===== config.mk =====
export PLATFORM = sky130hd
export DESIGN_NAME = mult_sequencer
export DESIGN_NICKNAME = d
export VERILOG_FILES = /design/src/rtl/alu_defs.sv /design/src/rtl/alu.sv /design/src/rtl/mult_sequencer.sv
export SDC_FILE = /design/constraint.sdc
export NUM_CORES = 1
export LEC_CHECK = 0
export BUFFER_PORTS_ARGS = -buffer_cell sky130_fd_sc_hd__buf_4
export CAP_MARGIN = 20
export CORE_AREA = 2 2 178 93
export CTS_CLUSTER_DIAMETER = 100
export CTS_CLUSTER_SIZE = 24
export DETAILED_ROUTE_END_ITERATION = 8
export DIE_AREA = 0 0 180 95
export PLACE_DENSITY = 0.77
export RECOVER_POWER = 25
export SLEW_MARGIN = 20
export SYNTH_ARGS = -nofsm -noshare
export SYNTH_HDL_FRONTEND = slang
export SYNTH_SLANG_ARGS = --single-unit

===== constraint.sdc =====
create_clock -name clock -period 5.55 [get_ports clock]
set_clock_uncertainty 0.05 [all_clocks]
set_input_delay 0.2775 -clock clock [delete_from_list [all_inputs] [get_ports clock]]
set_output_delay 0.2775 -clock clock [all_outputs]
set_load 0.005 [all_outputs]

===== src/rtl/alu_defs.sv =====
// Shared ALU control codes and the multiply-sequencer state encoding.
package alu_defs;

  localparam logic [3:0] ALU_AND = 4'd0;
  localparam logic [3:0] ALU_OR  = 4'd1;
  localparam logic [3:0] ALU_ADD = 4'd2;
  localparam logic [3:0] ALU_SUB = 4'd6;
  localparam logic [3:0] ALU_SLT = 4'd7;
  localparam logic [3:0] ALU_NOR = 4'd12;

  typedef enum logic [1:0] {
    IDLE = 2'd0,
    RUN  = 2'd1,
    DONE = 2'd2
  } mult_state_e;

endpackage


===== src/rtl/alu.sv =====
// 32-bit combinational ALU. SLT compares unsigned, which the multiplier
// relies on to recover the adder carry.
module alu
  import alu_defs::*;
(
  input  logic [3:0]  control,
  input  logic [31:0] a,
  input  logic [31:0] b,
  output logic [31:0] result,
  output logic        zero
);

  // Operation select
  always_comb begin
    result = '0;
    case (control)
      ALU_AND: result = a & b;
      ALU_OR:  result = a | b;
      ALU_ADD: result = a + b;
      ALU_SUB: result = a - b;
      ALU_SLT: result = {31'b0, (a < b)};
      ALU_NOR: result = ~(a | b);
      default: result = '0;
    endcase
  end

  assign zero = (result == '0);

endmodule


===== src/rtl/mult_sequencer.sv =====
// Iterative unsigned 32x32 shift-add multiplier driving two ALU instances:
// one forms Hi + Mcand, the other recovers the carry as (Sum < Hi).
module mult_sequencer
  import alu_defs::*;
(
  input  logic        clock,
  input  logic        reset,
  input  logic        Start,
  input  logic [31:0] Multiplicand,
  input  logic [31:0] Multiplier,
  output logic        Busy,
  output logic        Done,
  output logic [63:0] Product
);

  mult_state_e state, next_state;
  logic [4:0]  count;
  logic [31:0] mcand, hi, lo;
  logic [31:0] sum, ltu_word;
  logic        carry;
  logic        zero_add, zero_ltu;
  logic        unused_bits;

  alu u_alu_add (
    .control (ALU_ADD),
    .a       (hi),
    .b       (mcand),
    .result  (sum),
    .zero    (zero_add)
  );

  alu u_alu_carry (
    .control (ALU_SLT),
    .a       (sum),
    .b       (hi),
    .result  (ltu_word),
    .zero    (zero_ltu)
  );

  assign carry       = ltu_word[0];
  assign unused_bits = zero_add | zero_ltu | (|ltu_word[31:1]);

  // State register
  always_ff @(posedge clock or posedge reset) begin
    if (reset) state <= IDLE;
    else       state <= next_state;
  end

  // Next-state: Start only matters in IDLE, DONE always returns to IDLE
  always_comb begin
    next_state = state;
    case (state)
      IDLE:    if (Start) next_state = RUN;
      RUN:     if (count == 5'd31) next_state = DONE;
      DONE:    next_state = IDLE;
      default: next_state = IDLE;
    endcase
  end

  // Operand capture and one shift-add step per RUN cycle
  always_ff @(posedge clock or posedge reset) begin
    if (reset) begin
      count <= '0;
      mcand <= '0;
      hi    <= '0;
      lo    <= '0;
    end else if (state == IDLE && Start) begin
      count <= '0;
      mcand <= Multiplicand;
      hi    <= '0;
      lo    <= Multiplier;
    end else if (state == RUN) begin
      if (lo[0]) {hi, lo} <= {carry, sum, lo[31:1]};
      else       {hi, lo} <= {1'b0, hi, lo[31:1]};
      if (count != 5'd31) count <= count + 5'd1;
    end
  end

  assign Busy    = (state == RUN);
  assign Done    = (state == DONE);
  assign Product = {hi, lo};

endmodule


### Word level (Yosys, flattened, before mapping)

Index checks and enable logic that the tools add are counted.

* register bits: 103
* input port bits: 67
* output and inout bits: 66
* logic and storage cells: 32

* $add $sub $neg: 2
* magnitude comparators: 1
* equality and inequality tests: 6
* mux-type cells: 12
* reduce and logical (&&, ||, !) cells: 6

Operator list (count)
* 2-to-1 mux 32 bit: 6
* adder 32 bit: 1
* less-than comparator 32 bit: 1
* 2-to-1 mux 5 bit: 3
* adder 5 x 1 -> 5 bit (second input constant): 1
* equality test 5 bit (second input constant): 1
* != test 5 bit (second input constant): 1
* 2-to-1 mux 2 bit: 2
* one-hot mux 2 bit (2 select lines): 1
* AND reduction 2 bit: 2
* nonzero test 2 bit: 2
* equality test 2 x 1 -> 1 bit (second input constant): 1
* equality test 2 bit (second input constant): 1
* logical NOT 2 bit: 1
* != test 2 x 1 -> 1 bit (second input constant): 1
* != test 2 bit (second input constant): 1
* logical AND 1 bit: 1

### Depth between registers and ports, before layout

Gate-level depths: netlist (run 1).

* depth after elaboration: 5
* depth in mapped cells: 19
* gate-level depth less buffers: 19

### Cells and area by module

From an unflattened synthesis (run 1), not the netlist that was laid out.

* cell total of the unflattened synthesis: 2161
* area, all modules: 16143.0 um^2

By module, submodules not included
* alu (u_alu_add): instances 1, cells an instance 883, area an instance 5866.9 um^2, seq. area each 0.0 um^2
* alu (u_alu_carry): instances 1, cells an instance 873, area an instance 5696.7 um^2, seq. area each 0.0 um^2
* mult_sequencer: instances 1, cells an instance 405, area an instance 4579.4 um^2, seq. area each 2577.5 um^2

### Worst setup path before layout (run 1)

No wires, ideal clock.

* path kind: reg-to-reg
* from: register hi[0]
* to: register hi[31]
* library setup time: 77 ps
* data arrival time: 3339 ps
* required time: 5423 ps
* path slack: 2083 ps
* cell stages (with the launch flop): 19
* path buffers: 0
* clock period less this slack: 3467 ps
* path through: dfrtp_1 > ha_1 > inv_1 > fa_1 > nand2b_1 > a21oi_2 > nor4_1 > o311a_4 > o21ai_2 > a41oi_1 > nor2_1 > xor2_1 > ha_1 > a21o_1 > a211oi_1 > nor2_1 > nor3_1 > a21oi_1 > a21oi_1

* cells in the longest elaborated chain, start to end: 5

Ends and longest elaborated chain
* from (decl): RTL line mult_sequencer.sv:18 `logic [31:0] mcand, hi, lo;`
* from (signal assigned): RTL line mult_sequencer.sv:73 `if (lo[0]) {hi, lo} <= {carry, sum, lo[31:1]};`
* from (signal assigned): RTL line mult_sequencer.sv:74 `else {hi, lo} <= {1'b0, hi, lo[31:1]};`
* adder 32 bit: RTL line alu.sv:19 `ALU_ADD: result = a + b;`
* less-than comparator 32 bit (*): RTL line alu.sv:21 `ALU_SLT: result = {31'b0, (a < b)};`
* 2-to-1 mux 32 bit (*): RTL line mult_sequencer.sv:73
* 2-to-1 mux 32 bit (*): RTL line mult_sequencer.sv:72 `end else if (state == RUN) begin`
* 2-to-1 mux 32 bit (*): RTL line mult_sequencer.sv:67 `end else if (state == IDLE && Start) begin`

Mark *: on every way between the ends. The rest lies on a longest branch, timed or not. The select of a mux whose other input is x is not followed.
A chain may end at the register's enable or synchronous reset.

### Worst setup path in the final report (run 1)

* from: register hi[9]
* to: register hi[31]

The elaborated chain is that of the path after synthesis.

==> impl_metrics.ini, run 1 <==
[status]
status = finished, violations left
violations = capacitance limit, slew limit

[clocking]
clock_path_buffers = 2
cts_root_buffer = clkbuf_16
postCtsResizedCells = 0
h-tree-depth = 3
clock_latency_ps = 360
clkTransAtPathRegs_ps = 70
cts_setup_buffers = 0
hold_buffers = 1
cts.sinks = 103
numCtsBuffers = 9
cts_tree = yes

[worst_hold_path]
min_path_cells = 3
min_to = mcand[1]
hold_class = in2reg
hold_start = Multiplicand[1]

[timing]
timing.slew.headroom_pct = -60.2
tightest_slew_ps = 2390
finalSetupTns_ps = 0
fin_crit_sh_pct = 71.7
final-hold-violation-count = 0
finalSetupViolations = 0
slew_viol_final = 53
worst_slack_ps = 1570
clock.fmax_mhz = 251
fin_hold_ws_ps = 93.6
final.min_clock_period_ps = 3980
rsz0062_at_grt = false

[cells_and_area]
nFillCells = 1434
layout-drive-gt1-share_pct = 24.1
antenna_cells = 0
nNetsFinal = 968
multi_input_area_um2 = 3910
syn2layout_area_growth_pct = 21.3
regArea_um2 = 2580
design_area_um2 = 8280

[setup_path]
path_common_cell = a21oi_1
critPathLaunch = hi[9]
cp.required_ps = 5790
r2r_end = hi[31]
slowest_delay_ps = 510
reg2reg_from = hi[9]
r2r_cells = 17
worst_setup_path_end_kind = register
reg2reg_slack_ps = 1570
crit_fanout = 6
crit_slowest_cell = o21bai_1
critical_path_arrival_ps = 4220
critical_path_class = reg2reg
worstSetupStartpointType = register
path_cells = ha_1 -> nand2_1 -> or3_1 -> o21ai_0 -> a21oi_2 -> o21bai_1 -> a31oi_1 -> xnor2_1 -> ha_1 -> a21oi_1 -> o21ai_0 -> a21o_1 -> a211oi_1 -> nor2_1 -> nor3_1 -> a21oi_1 -> a21oi_1

[place]
hpwl_mm = 14.9
place_congestion = 0.948
dpl_cell_area_um2 = 7980
dp_slack_ps = 1670
port_buffers = 132

[synthesis]
ys_types = 56
yosys_warnings = 0
ys_seq_area_share_pct = 37.8
syn_inst = 727
netlist_area_um2 = 6820
syn_area_per_cell_um2 = 9.38
ys_ff_latch = 103
syn_nets = 860
ys.flop_type = dfrtp_1
async_flop_share_pct = 100
synth_edf_count = 0

[route]
drtPass1Iterations = 7
routed_via_density = 5.73
initialDrtViolationCount = 587
post-route-drc-count = 0
wl_mm = 19.6
vias = 6012
routedWlPerCell_um = 18.7
final_antenna_net_count = 0

[floorplan]
placementRows = 33
start_util_pct = 43.4
core_area_um2 = 15700
io_pins = 133
die_area_um2 = 17100
dieHeight_um = 95
die_w_um = 180

[grt]
grt_pass1_vias = 5868
antenna_found_initial = 1
overflow = 0
grt_max_degree = 53
grt_pass1_wl_mm = 32.0
grtUsageTotal_pct = 24.2

[flow_run]
drv_cap = 1
==> logic make-up after synthesis <==
kind of cell / count (synthesis) / share of synthesized area [%]
muxes: 39 / 6.31
and+or+nand+nor: 164 / 11.3
buffers and inverters: 93 / 5.26
xor gates and xnor gates: 33 / 4.24
DFF: 103 / 37.8
adders and majority gates: 66 / 12.2
AOI/OAI and AO/OA: 229 / 22.9
==> cell type report <==
| class | instances | share of cell area (%) |
|---|---|---|
| multi-input cells | 531 | 47.3 |
| flip-flops and latches | 103 | 31.1 |
| repair buffers | 140 | 12.8 |
| well taps | 210 | 3.17 |
| clock buffers | 10 | 2.77 |
| inverters | 50 | 2.28 |
| clock inverters | 5 | 0.544 |
==> stage by stage <==
step           cells  utilization [%]
5_1_grt         1049             52.6
3_3_place_gp    1032             50.7
3_5_place_dp    1032             50.7
6_report        1049             52.6
4_1_cts         1048             52.5
2_1_floorplan    727                -
==> flip-flops by register name, summed over array words and instances, names as in the netlist <==
name,flops
lo,32
hi,32
count,5
mcand,32
state,2
==> layout by cell type, fill, tap and decap left out, types with 3 or more instances in the layout <==
| cell type | count |
|---|---|
| xor2_1 | 14 |
| a222oi_1 | 5 |
| o211ai_1 | 5 |
| dfrtp_1 | 103 |
| nand2b_1 | 5 |
| o21ai_0 | 61 |
| a31oi_1 | 4 |
| clkinv_4 | 3 |
| nand2_1 | 77 |
| mux2i_1 | 7 |
| buf_4 | 120 |
| inv_1 | 49 |
| nand3_1 | 10 |
| nand3b_1 | 3 |
| a22oi_1 | 35 |
| a21o_1 | 24 |
| o21bai_1 | 4 |
| a22o_1 | 13 |
| a221o_1 | 3 |
| clkbuf_4 | 17 |
| mux2_2 | 32 |
| a211oi_1 | 4 |
| a21oi_1 | 42 |
| nand4_1 | 16 |
| ha_1 | 65 |
| clkbuf_16 | 9 |
| nor2_1 | 25 |
| o21a_1 | 3 |
| xnor2_1 | 19 |
| nor3_1 | 9 |
==> how the worst max path moves through the flow <==
| stage | endpoint | depth (start not counted) | slack (ps) |
|---|---|---|---|
| floorplan | hi[31] | 18 | 2080 |
| global placement | hi[31] | 17 | 1800 |
| detailed placement | hi[31] | 17 | 1670 |
| CTS | hi[31] | 17 | 1640 |
| global route | hi[31] | 17 | 1250 |
| finish | hi[31] | 17 | 1570 |
==> routing by layer <==
| layer | share of wire [%] | GRT usage (%) | up-vias |
|---|---|---|---|
| met4 | 0.75 | 5.49 | 2 |
| met2 | 36 | 29.8 | 274 |
| li1 | - | - | 2870 |
| met5 | 0.046 | 0 | - |
| met1 | 52 | 38.2 | 2847 |
| met3 | 12 | 8.79 | 19 |
==> synthesized netlist by cell type (5+ instances only) <==
master,n,area [um2]
xnor2_1,19,166
a22o_1,13,114
mux2i_1,7,70.1
nor2_1,27,101
a22oi_1,35,263
a21oi_1,42,210
o21bai_1,5,37.5
nor3_1,9,45.0
nand2b_1,5,31.3
a21o_1,24,180
nand4_1,16,100
nand2_1,77,289
buf_2,8,40.0
xor2_1,14,123
o211ai_1,5,37.5
clkbuf_1,31,116
dfrtp_1,103,2580
nand3_1,10,50.1
mux2_2,32,360
a222oi_1,5,50.1
inv_1,50,188
ha_1,65,813
o21ai_0,61,305
==> worst max-delay path: cells and delay by family (launching register included) <==
kind,cells,cell delay [ps]
simple gates,4,600
compound gates,10,1750
fa+ha+maj,2,740
flops,1,470
xor+xnor,1,280
Power of run 1 is not shown: default switching activity piles up to over one toggle a cycle in this logic, so the estimate is an artifact.
==> inputs of run 2 (changes only) <==
Clock period 5.55 ns to 3.85 ns, I/O delays scaled along.
==> run 2 against run 1 <==
  * Fmax is 7.8% higher
  * Register-to-register slack worse by 1400 ps
  * The flow still finishes with violations (capacitance limit, slew limit)
  * Utilization is 3.5 points higher
  * Routed wire length is 3.5% higher
  * Global-route usage is 0.16 points lower
  * Worst hold slack worse by 81 ps
==> impl_metrics.ini, run 2 (synthesis gave the netlist of run 1 again) <==
[setup_path]
critPathLaunch = mcand[0]
cp.required_ps = 4090
worst_setup_path_end_kind = register
worstSetupStartpointType = register
critical_path_class = reg2reg
r2r_cells = 16
r2r_end = hi[31]
reg2reg_slack_ps = 150
critical_path_arrival_ps = 3940
endpoint = hi[31]
reg2reg_from = mcand[0]
crit_fanout = 4

[clocking]
clock_latency_ps = 360
cts_root_buffer = clkbuf_16
h-tree-depth = 3
cts.sinks = 103
clkTransAtPathRegs_ps = 80
clock_path_buffers = 2
numCtsBuffers = 9
cts_tree = yes

[place]
port_buffers = 132
dpl_cell_area_um2 = 8110
hpwl_mm = 15.3
place_congestion = 0.988

[floorplan]
core_area_um2 = 15700
placementRows = 33
die_w_um = 180
dieHeight_um = 95
io_pins = 133
die_area_um2 = 17100
start_util_pct = 43.4

[timing]
final-hold-violation-count = 0
fin_crit_sh_pct = 96.0
slew_viol_final = 42
finalSetupViolations = 0
timing.slew.headroom_pct = -26.0
clock.fmax_mhz = 271
tightest_slew_ps = 1880
final.min_clock_period_ps = 3700

[route]
wl_mm = 20.3
final_antenna_net_count = 0
routed_via_density = 5.70
post-route-drc-count = 0
initialDrtViolationCount = 566
routedWlPerCell_um = 18.7
vias = 6190
drtPass1Iterations = 6

[grt]
grt_pass1_vias = 5765
overflow = 0
busiest_layer = met1
grt_max_degree = 47
grt_pass1_wl_mm = 32.0
grtUsageTotal_pct = 24.0
grtUsageMet3_pct = 9.14
antenna_found_initial = 0
grtUsageMet1_pct = 38.4
met2_usage_pct = 29.5

[worst_hold_path]
hold_start = Multiplicand[22]
hold_class = in2reg

[status]
status = finished, violations left
violations = capacitance limit, slew limit

[cells_and_area]
layout-drive-gt1-share_pct = 28.4
design_area_um2 = 8820
most-common-layout-cells = buf_4 (131), dfrtp_1 (102), nand2_1 (77), o21ai_0 (57), ha_1 (56)
antenna_cells = 0
nNetsFinal = 1004
syn2layout_area_growth_pct = 29.3
reg.largest.list = hi: 32 flops, lo: 32 flops, mcand: 32 flops
mostFrequentLayoutCell = buf_4

[flow_run]
drv_cap = 1
==> run 2: repair_timing <==
| item | in CTS | in global routing |
|---|---|---|
| resized for setup | 7 | 35 |
| hold endpoints to repair | 53 | 0 |
| hold buffers | 15 | 0 |
| setup endpoints to repair | 1 | 1 |
| pin swaps | 4 | 8 |
| buffers inserted | 0 | 4 |
==> run 2: area by class of cell <==
type	count	area [um2]
Fill cell	1393	6910
Clock inverter	7	77.6
Tap cell	210	263
Timing Repair Buffer	176	1370
Multi-Input combinational cell	531	4120
Sequential cell	103	2580
Inverter	50	189
Clock buffer	9	225
==> run 2: how the worst min path moves through the flow <==
stage | to | slack [ps] | cells past startpoint
4_1_cts | mcand[8] | 3 | 2
3_5_place_dp | mcand[19] | 240 | 2
5_1_grt | mcand[27] | 8 | 2
2_1_floorplan | mcand[1] | 260 | 2
6_report | mcand[22] | 10 | 2
3_3_place_gp | mcand[19] | 230 | 2
==> run 2: metrics by stage <==
stage          setup TNS [ps]  std cells  util [%]  hold slack, ps  setup WS (ps)
6_report                    0       1086      56.1            12.7            155
2_1_floorplan               0        727         -             259            383
3_3_place_gp                0       1050      51.5             227            132
4_1_cts                     0       1081      54.6            2.67           3.20
3_5_place_dp            -17.4       1050      51.5             237          -17.4
5_1_grt                 -20.2       1086      56.1            7.52          -20.2
==> run 2: worst max-delay path, stage by stage, from the launching register on <==
cell      delay [ps]
dfrtp_1          380
ha_2             190
inv_1             50
fa_2             360
nand2b_4         170
a21oi_4          180
nor4_4            70
o311a_4          400
o41ai_2          350
buf_4            180
xor2_2           200
ha_1             280
o21ai_0          180
o21ai_0          100
o211ai_1         120
nand3b_1         210
a21oi_2          160
==> run 2: metal layers <==
metal / share of wire, % / vias to the layer above
met3: 11 / 8
met2: 36 / 286
met4: 0.40 / 0
li1: - / 2932
met1: 53 / 2964
met5: 0 / -
Power of run 2 is left out for the same reason.
==> inputs of run 3 (changes only) <==
Settings changed: ABC_AREA set to 1, CORE_AREA 2 2 178 93 to 2 2 188 98, DIE_AREA 0 0 180 95 to 0 0 190 100, PLACE_DENSITY 0.77 to 0.76.
==> run 3 against run 2 <==
  * Flip-flop and latch count is the same
  * Synthesized cell count up 57%
  * Cell area is 10% higher
  * Critical path depth rose by 3
  * Via count is 28% higher
  * Utilization is 0.99 points lower
  * First-iteration DRC count is 30% higher
  * Largest cell class unchanged
  * The flow finishes with violations (hold timing, capacitance limit, slew limit)
==> impl_metrics.ini, run 3 <==
[synthesis]
syn_area_per_cell_um2 = 6.71
synth.most_common_cell = nand2_1
synth_edf_count = 0
synth_top_area_share_pct = 33.7
ys_seq_area_share_pct = 33.7
syn_inst = 1138
yosys.area.top_type = dfrtp_1
synth.area.top_cells = dfrtp_1 (34%), nand2_1 (22%), ha_1 (11%), inv_1 (10%), a21oi_1 (4.2%)
ys.flop_type = dfrtp_1
syn_nets = 1271
async_flop_share_pct = 100
ys_ff_latch = 103
yosys_warnings = 0
synthTopCellsByCount = nand2_1 (442), inv_1 (207), dfrtp_1 (103)
ys_types = 32
netlist_area_um2 = 7640

[timing]
finalSetupViolations = 0
tightest_slew_ps = 2250
final-hold-violation-count = 1
finalSetupTns_ps = 0
slew_viol_final = 52
final.min_clock_period_ps = 3160
timing.slew.headroom_pct = -51.0
fin_crit_sh_pct = 82.1
clock.fmax_mhz = 316
fin_hold_ws_ps = -9.60
rsz0062_at_grt = false

[grt]
grt_max_degree = 66
grtUsageTotal_pct = 28.7
overflow = 0
antenna_found_initial = 0
grt_pass1_vias = 7633
grt_pass1_wl_mm = 41.8

[cells_and_area]
reg.largest.list = hi: 32 flops, lo: 32 flops, mcand: 32 flops
layout-drive-gt1-share_pct = 13.5
nNetsFinal = 1447
most-common-layout-cells = nand2_1 (442), inv_1 (204), buf_4 (120), dfrtp_1 (103), ha_1 (65)
syn2layout_area_growth_pct = 27.2
antenna_cells = 0
mostFrequentLayoutCell = nand2_1
design_area_um2 = 9720

[route]
initialDrtViolationCount = 734
drtPass1Iterations = 6
post-route-drc-count = 0
vias = 7915
wl_mm = 26.3
routedWlPerCell_um = 16.9
final_antenna_net_count = 0
routed_via_density = 5.08

[floorplan]
placementRows = 35
start_util_pct = 43.3
die_w_um = 190
dieHeight_um = 100
core_area_um2 = 17600
die_area_um2 = 19000
io_pins = 133

[setup_path]
critical_path_arrival_ps = 3380
worst_setup_path_end_kind = register
crit_fanout = 4
worstSetupStartpointType = register
critical_path_class = reg2reg
cp.required_ps = 4060

[place]
port_buffers = 132
place_congestion = 0.985
dpl_cell_area_um2 = 8850
hpwl_mm = 19.6

[clocking]
cts_tree = yes
clock_path_buffers = 2
cts_root_buffer = clkbuf_16
cts.sinks = 103
numCtsBuffers = 9
h-tree-depth = 3
clock_latency_ps = 370
clkTransAtPathRegs_ps = 80

[flow_run]
drv_cap = 1

[worst_hold_path]
hold_class = in2reg

[status]
violations = hold timing, capacitance limit, slew limit
status = finished, violations left
-- run 3: changes by cell type after synthesis, moves of 20 or more --
cell / before / now
nand2_1: 77 / 442
inv_1: 50 / 207
nand3_1: 10 / 50
a22oi_1: 35 / 0
mux2_2: 32 / 0
o221ai_1: 0 / 31
o21ai_0: 61 / 33
a21o_1: 24 / 1
a21oi_1: 42 / 64
clkbuf_1: 31 / 10
nor2_1: 27 / 47
-- run 3: timing repair --
item	in CTS	in global routing
buffers inserted	0	0
resized for setup	0	0
endpoints found under the hold margin	104	0
hold buffers	56	0
setup endpoints to repair	0	0
-- run 3: cells by family (layout without fill, tap and decap cells) --
logic type / after synthesis / after routing / synth area share (%)
AOI/OAI and AO/OA: 147 / 147 / 11.4
xor gates and xnor gates: 13 / 13 / 1.59
adders and majority gates: 66 / 66 / 10.9
buffers and inverters: 241 / 421 / 12.3
DFF: 103 / 103 / 33.7
and+or+nand+nor: 568 / 568 / 30.1
-- run 3: final cells by class --
type,instances,area [um2]
inverter,210,790
sequential,103,2580
timing repair buffer,196,1600
fill,1716,7930
clock inverter,6,105
clock buffer,9,225
tap,240,300
multi-input combinational,794,4130
-- run 3: critical path, cell delays in order, from the launching register on --
cell and delay (ps):
dfrtp_1 430, ha_1 280, inv_1 80, fa_1 430, inv_1 160, nand2_1 80
nand3_2 80, nand2_1 80, nand2_2 150, xor2_2 120, ha_1 340, nand4_1 170
a21oi_1 200, nor2_1 60, nand2_1 90, nand2_1 60, nand2_1 60, nand2_1 50
nand2_1 50, nand2_1 40
-- run 3: worst paths after layout --
check,startpoint,end,slack (ps),cells after the start
max,hi[0],hi[31],690,19
min,Multiplier[11],lo[11],-10,3
max reg2reg,hi[0],hi[31],690,19
min reg2reg,mcand[9],mcand[9],440,2
max in group asynchronous,reset,mcand[22],1580,4
min in group asynchronous,reset,lo[30],950,3
-- run 3: per-layer routing --
layer | global-route usage, % | part of all wire (%) | vias up
li1 | - | - | 3912
met1 | 44.2 | 50 | 3602
met2 | 37.9 | 36 | 371
met3 | 10.8 | 13 | 30
met4 | 4.77 | 1.3 | 0
met5 | 0 | 0 | -
-- run 3: stage by stage --
| stage | hold WS, ps | util (%) | instances | worst slack (ps) |
|---|---|---|---|---|
| floorplan | 252 | - | 1138 | 904 |
| global placement | 279 | 50.1 | 1487 | 785 |
| detailed placement | 283 | 50.1 | 1487 | 764 |
| CTS | 2.89 | 55.2 | 1558 | 722 |
| global route | 0.303 | 55.1 | 1558 | 421 |
| finish | -9.60 | 55.1 | 1558 | 689 |
Power of run 3 is left out for the same reason.
